--- config.mk ---
export PLATFORM = sky130hd
export DESIGN_NAME = float_mul_pipe
export DESIGN_NICKNAME = d
export VERILOG_FILES = /design/src/rtl/float_mul_pipe.sv
export SDC_FILE = /design/constraint.sdc
export NUM_CORES = 2
export LEC_CHECK = 0
export CORE_MARGIN = 2
export CORE_UTILIZATION = 35
export CTS_BUF_LIST = sky130_fd_sc_hd__clkbuf_16
export CTS_CLUSTER_SIZE = 24
export DETAILED_ROUTE_END_ITERATION = 7
export SLEW_MARGIN = 20
export SYNTH_ARGS = -nofsm -noshare
export SYNTH_HDL_FRONTEND = slang
export SYNTH_SLANG_ARGS = --single-unit
--- constraint.sdc ---
create_clock -name clk -period 17 [get_ports clk]
set_input_delay 2.55 -clock clk [delete_from_list [all_inputs] [get_ports clk]]
set_output_delay 2.55 -clock clk [all_outputs]
set_load 0.01 [all_outputs]
--- src/rtl/float_mul_pipe.sv ---
// Three-stage pipelined floating-point multiplier with valid/ready handshake.
// Ports: clk, rst_n (async low); in_valid/in_ready, lhs, rhs, rnd_mode, in_tag;
//        out_valid/out_ready, out, out_tag, flag_inv, flag_ovf, flag_unf.
module float_mul_pipe #(
    parameter int EXP_WIDTH = 8,
    parameter int MAN_WIDTH = 23,
    parameter int BIAS      = 127,
    parameter int TAG_WIDTH = 4
) (
    input  logic                           clk,
    input  logic                           rst_n,
    input  logic                           in_valid,
    output logic                           in_ready,
    input  logic [EXP_WIDTH+MAN_WIDTH:0]   lhs,
    input  logic [EXP_WIDTH+MAN_WIDTH:0]   rhs,
    input  logic                           rnd_mode,
    input  logic [TAG_WIDTH-1:0]           in_tag,
    output logic                           out_valid,
    input  logic                           out_ready,
    output logic [EXP_WIDTH+MAN_WIDTH:0]   out,
    output logic [TAG_WIDTH-1:0]           out_tag,
    output logic                           flag_inv,
    output logic                           flag_ovf,
    output logic                           flag_unf
);

    localparam int EW  = EXP_WIDTH;
    localparam int MW  = MAN_WIDTH;
    localparam int W   = 1 + EW + MW;
    localparam int MW1 = MW + 1;
    localparam int PW  = 2 * MW1;
    localparam int EE  = EW + 2;

    localparam logic signed [EE-1:0] EMAX = EE'((1 << EW) - 1);
    localparam logic signed [EE-1:0] EZERO = '0;

    // Handshake: a stage advances when empty or when its successor advances.
    logic adv1, adv2, adv3;

    // Stage 1 registers
    logic                  s1_valid_q;
    logic                  s1_sign_q, s1_nan_q, s1_inf_q, s1_zero_q;
    logic signed [EE-1:0]  s1_exp_q;
    logic [MW1-1:0]        s1_ma_q, s1_mb_q;
    logic                  s1_rnd_q;
    logic [TAG_WIDTH-1:0]  s1_tag_q;

    // Stage 2 registers
    logic                  s2_valid_q;
    logic                  s2_sign_q, s2_nan_q, s2_inf_q, s2_zero_q;
    logic signed [EE-1:0]  s2_exp_q;
    logic [PW-1:0]         s2_prod_q;
    logic                  s2_rnd_q;
    logic [TAG_WIDTH-1:0]  s2_tag_q;

    // Stage 3 (output) registers
    logic                  s3_valid_q;
    logic [W-1:0]          s3_out_q;
    logic [TAG_WIDTH-1:0]  s3_tag_q;
    logic                  s3_inv_q, s3_ovf_q, s3_unf_q;

    assign adv3     = !s3_valid_q || out_ready;
    assign adv2     = !s2_valid_q || adv3;
    assign adv1     = !s1_valid_q || adv2;
    assign in_ready = adv1;

    assign out_valid = s3_valid_q;
    assign out       = s3_out_q;
    assign out_tag   = s3_tag_q;
    assign flag_inv  = s3_inv_q;
    assign flag_ovf  = s3_ovf_q;
    assign flag_unf  = s3_unf_q;

    // ---------------- Stage 1: unpack and classify ----------------
    logic                 sa, sb;
    logic [EW-1:0]        ea, eb;
    logic [MW-1:0]        fa, fb;
    logic                 za, zb, ia, ib, na, nb;
    logic                 s1_nan_d, s1_inf_d, s1_zero_d;
    logic signed [EE-1:0] s1_exp_d;

    assign {sa, ea, fa} = lhs;
    assign {sb, eb, fb} = rhs;

    // Zero exponent covers subnormals, which are flushed to zero.
    assign za = (ea == '0);
    assign zb = (eb == '0);
    assign ia = (ea == '1) && (fa == '0);
    assign ib = (eb == '1) && (fb == '0);
    assign na = (ea == '1) && (fa != '0);
    assign nb = (eb == '1) && (fb != '0);

    assign s1_nan_d  = na || nb || (za && ib) || (ia && zb);
    assign s1_inf_d  = ia || ib;
    assign s1_zero_d = za || zb;
    assign s1_exp_d  = $signed({2'b00, ea}) + $signed({2'b00, eb})
                     - $signed(EE'(BIAS));

    always_ff @(posedge clk or negedge rst_n) begin
        if (!rst_n) begin
            s1_valid_q <= 1'b0;
            s1_sign_q  <= 1'b0;
            s1_nan_q   <= 1'b0;
            s1_inf_q   <= 1'b0;
            s1_zero_q  <= 1'b0;
            s1_exp_q   <= '0;
            s1_ma_q    <= '0;
            s1_mb_q    <= '0;
            s1_rnd_q   <= 1'b0;
            s1_tag_q   <= '0;
        end else if (adv1) begin
            s1_valid_q <= in_valid;
            s1_sign_q  <= sa ^ sb;
            s1_nan_q   <= s1_nan_d;
            s1_inf_q   <= s1_inf_d;
            s1_zero_q  <= s1_zero_d;
            s1_exp_q   <= s1_exp_d;
            s1_ma_q    <= {1'b1, fa};
            s1_mb_q    <= {1'b1, fb};
            s1_rnd_q   <= rnd_mode;
            s1_tag_q   <= in_tag;
        end
    end

    // ---------------- Stage 2: mantissa multiply ----------------
    logic [PW-1:0] s2_prod_d;

    assign s2_prod_d = PW'(s1_ma_q) * PW'(s1_mb_q);

    always_ff @(posedge clk or negedge rst_n) begin
        if (!rst_n) begin
            s2_valid_q <= 1'b0;
            s2_sign_q  <= 1'b0;
            s2_nan_q   <= 1'b0;
            s2_inf_q   <= 1'b0;
            s2_zero_q  <= 1'b0;
            s2_exp_q   <= '0;
            s2_prod_q  <= '0;
            s2_rnd_q   <= 1'b0;
            s2_tag_q   <= '0;
        end else if (adv2) begin
            s2_valid_q <= s1_valid_q;
            s2_sign_q  <= s1_sign_q;
            s2_nan_q   <= s1_nan_q;
            s2_inf_q   <= s1_inf_q;
            s2_zero_q  <= s1_zero_q;
            s2_exp_q   <= s1_exp_q;
            s2_prod_q  <= s2_prod_d;
            s2_rnd_q   <= s1_rnd_q;
            s2_tag_q   <= s1_tag_q;
        end
    end

    // ---------------- Stage 3: normalise, round, pack ----------------
    logic [PW-2:0]        norm;
    logic signed [EE-1:0] exp_n, exp_r;
    logic [MW-1:0]        man_t;
    logic                 guard, sticky, inc;
    logic [MW:0]          man_r;
    logic [W-1:0]         s3_out_d;
    logic                 s3_inv_d, s3_ovf_d, s3_unf_d;

    always_comb begin
        // Product of two [1,2) values lies in [1,4); align leading 1 to PW-2.
        norm = s2_prod_q[PW-1] ? s2_prod_q[PW-1:1] : s2_prod_q[PW-2:0];
        exp_n = s2_exp_q
              + $signed({{(EE-1){1'b0}}, s2_prod_q[PW-1]});
        man_t  = norm[PW-3 -: MW];
        guard  = norm[PW-3-MW];
        sticky = |norm[PW-4-MW:0];
        inc    = s2_rnd_q && guard && (sticky || man_t[0]);
        man_r  = {1'b0, man_t} + {{MW{1'b0}}, inc};
        // Carry-out means mantissa wrapped to 1.0; low bits are already zero.
        exp_r  = exp_n + $signed({{(EE-1){1'b0}}, man_r[MW]});

        s3_out_d = '0;
        s3_inv_d = 1'b0;
        s3_ovf_d = 1'b0;
        s3_unf_d = 1'b0;
        if (s2_nan_q) begin
            s3_out_d = {1'b0, {EW{1'b1}}, {MW{1'b1}}};
            s3_inv_d = 1'b1;
        end else if (s2_inf_q) begin
            s3_out_d = {s2_sign_q, {EW{1'b1}}, {MW{1'b0}}};
        end else if (s2_zero_q) begin
            s3_out_d = {s2_sign_q, {(W-1){1'b0}}};
        end else if (exp_r >= EMAX) begin
            s3_out_d = {s2_sign_q, {EW{1'b1}}, {MW{1'b0}}};
            s3_ovf_d = 1'b1;
        end else if (exp_r <= EZERO) begin
            s3_out_d = {s2_sign_q, {(W-1){1'b0}}};
            s3_unf_d = 1'b1;
        end else begin
            s3_out_d = {s2_sign_q, exp_r[EW-1:0], man_r[MW-1:0]};
        end
    end

    always_ff @(posedge clk or negedge rst_n) begin
        if (!rst_n) begin
            s3_valid_q <= 1'b0;
            s3_out_q   <= '0;
            s3_tag_q   <= '0;
            s3_inv_q   <= 1'b0;
            s3_ovf_q   <= 1'b0;
            s3_unf_q   <= 1'b0;
        end else if (adv3) begin
            s3_valid_q <= s2_valid_q;
            s3_out_q   <= s3_out_d;
            s3_tag_q   <= s2_tag_q;
            s3_inv_q   <= s3_inv_d;
            s3_ovf_q   <= s3_ovf_d;
            s3_unf_q   <= s3_unf_d;
        end
    end

endmodule

==> metrics.txt <==
status complete, no violations; clock skew 0.0143 ns; CTS Hold Bufs 0; Ys Warns 0; nets around 3900; Final ANT Viol Nets 0; row count 102; Post-synth EDFFs 0; Final Max Tran Viols 0; sequential area share after synthesis 16.0%; final hold vios 0; drt total wl 75100 um; area growth from synthesis to final layout 9.70%; Avg Cell Area, Syn 8.77 um2; vias per inst 4.97; Main synth FF type dfrtp_1; distinct cell type count after synthesis 81; vias in the first global route about 22000; Worst Tran Pin Value 1.18 ns; 1st-pass router iterations 5; critical path's largest stage delay 1.04 ns; Fmax 0.130 GHz; level count of the clock H-tree 4; post-layout min period 7.68 ns; CTS resizes 0; Post-CTS Setup Inserts 0; max cap viols 0; most frequent cells in the layout nand2_1 (621), inv_1 (567), fa_1 (484); Crit path arrival time 8.06 ns; Synth async-reset ratio 100%; cell count after synthesis 3123; Antenna Cells 0; gr usage total 19.3%; CTS Buf Count 17; Yosys reg bits around 180; Core ar. 77500 um2; CP endpoint kind flop; Die ar. 80600 um2; hold slack final ~0.46 ns; CP bufs+invs 5; most frequent CP cell fa_1; crit path launch type flop; largest fanout on the critical path 25; clock tree sinks 175; initial antenna violation count 2; CTS tree done; DR WL/cell 18.0 um; Overflow after GRT 0; sequence of cells on the critical path nand2_1 -> fa_1 -> inv_1 -> fa_1 -> inv_1 -> fa_1 -> inv_1 -> fa_1 -> fa_1 -> fa_1 -> inv_1 -> fa_1 -> inv_1 -> ha_1 -> nand2_1 -> nor2_1 -> nand4_1 -> a311oi_2 -> o21ai_1 -> a31oi_2 -> o21ai_1 -> and3_1 -> or3_1; CTS root buf clkbuf_16; detailed-placement wirelength estimate 57000 um; largest net degree at the start of global routing 70; I/O Buffers about 110; Final setup viols 0; Clk Latency, worst-skew pair about 0.5 ns; Worst path slowest cell dfrtp_1; post-synth design cell area between 20000 and 30000 um2; Hold WC Path Type flop to flop; first-pass GRT wire length 121000 um; setup_tns 0 ns; routability cong. 0.892; period utilisation layout between 40% and 50%; crit path kind flop to flop; Die W 284 um; DRC 0; initial DRC count 1245; Crit path max-delay family adder cells; RSZ-0062 raised after global routing no; share of layout cells above drive strength 1 under 10%; Worst-path clk slew 0.08 ns; IO Pins 114; Slew headroom 21.4%; Net Count, Synth 3871; Max clock buf depth 2; via count of the routed design 20700; initial core utilization 35.4%; CP required 17.38 ns; commonest non-fill, non-tap cell in the layout nand2_1; Die Ht about 280 um
## through the flow
step / cell area (um2) / cells / worst slack (ns) / util [%]
detailed placement: 29500 / 4141 / 9.42 / 38.0
floorplan: 27400 / 3123 / 10.23 / -
global placement: 29500 / 4141 / 9.43 / 38.0
CTS: 30100 / 4173 / 9.41 / 38.8
finish: 30100 / 4173 / 9.32 / 38.8
global route: 30100 / 4173 / 8.99 / 38.8
## final timing paths
path / start / depth (start not counted) / endpoint / slack, ns
max reg2reg: s1_ma_q[11] / 23 / s2_prod_q[41] / 9.32
max: s1_ma_q[11] / 23 / s2_prod_q[41] / 9.32
min in group asynchronous: rst_n / 1 / out[19] / 2.01
max in group asynchronous: rst_n / 2 / s1_mb_q[9] / 13.61
min reg2reg: s1_valid_q / 1 / s2_valid_q / 0.46
min: s1_valid_q / 1 / s2_valid_q / 0.46
## routing by layer
layer / wire (um) / share of wire (%) / global-route usage [%] / vias up
met5: 0 / 0 / 0 / -
met4: 2090 / 2.8 / 6.01 / 0
met3: 3630 / 4.8 / 2.70 / 103
met2: 37300 / 50 / 32.9 / 560
met1: 32100 / 43 / 25.5 / 10600
li1: - / - / - / 9465
## logic make-up (layout without fill, tap and decap cells)
kind of cell / after synthesis / after routing / synth area share, %
xor gates and xnor gates: 77 / 77 / 2.46
buffers and inverters: 743 / 753 / 10.3
DFF: 175 / 175 / 16.0
adders and majority gates: 675 / 675 / 44.1
muxes: 10 / 10 / 0.370
AOI/OAI and AO/OA: 281 / 281 / 6.76
and+or+nand+nor: 1162 / 1162 / 20.1
## sequential cells by signal, indices dropped and copies added, names as in the netlist, 4 cells and up
| register | count |
|---|---|
| s2_prod_q | 48 |
| out | 32 |
| s1_ma_q | 24 |
| s1_mb_q | 23 |
| s1_exp_q | 10 |
| s2_exp_q | 10 |
| out_tag | 4 |
| s1_tag_q | 4 |
| s2_tag_q | 4 |
## cell type report
cell class,instances,area (um2)
Fill cell,7849,47400
Multi-Input combinational cell,2205,20200
Sequential cell,175,4380
Inverter,569,2140
Timing Repair Buffer,152,1430
Tap cell,1040,1300
Clock buffer,17,425
Clock inverter,15,173
## synthesized netlist by cell type, types with 4 or more instances
cell      number  area, um2
a211oi_1       7       52.6
a21o_1        23        173
a21oi_1      104        521
a221o_1       22        220
a31oi_1       11       68.8
and2_1       291       1820
and3_1        10       62.6
buf_1          5       18.8
buf_2          5       25.0
buf_4          5       37.5
clkbuf_1     158        593
dfrtp_1      175       4380
fa_1         484       9690
ha_1         191       2390
inv_1        567       2130
mux2i_1        9       90.1
nand2_1      622       2330
nand2b_1       9       56.3
nand3_1       37        185
nand4_1       19        119
nor2_1        86        323
nor2b_1       11       68.8
nor3_1        18       90.1
nor3b_1        7       52.6
nor4_1        22        138
o211ai_1       5       37.5
o21a_1         8       60.1
o21ai_0       43        215
o21ai_1       10       50.1
o21bai_1       9       67.6
o31ai_1        5       37.5
or3_1          4       25.0
xnor2_1       44        385
xor2_1        33        289
Power is not shown: default switching activity piles up to over one toggle a cycle in this logic, so the estimate is an artifact.
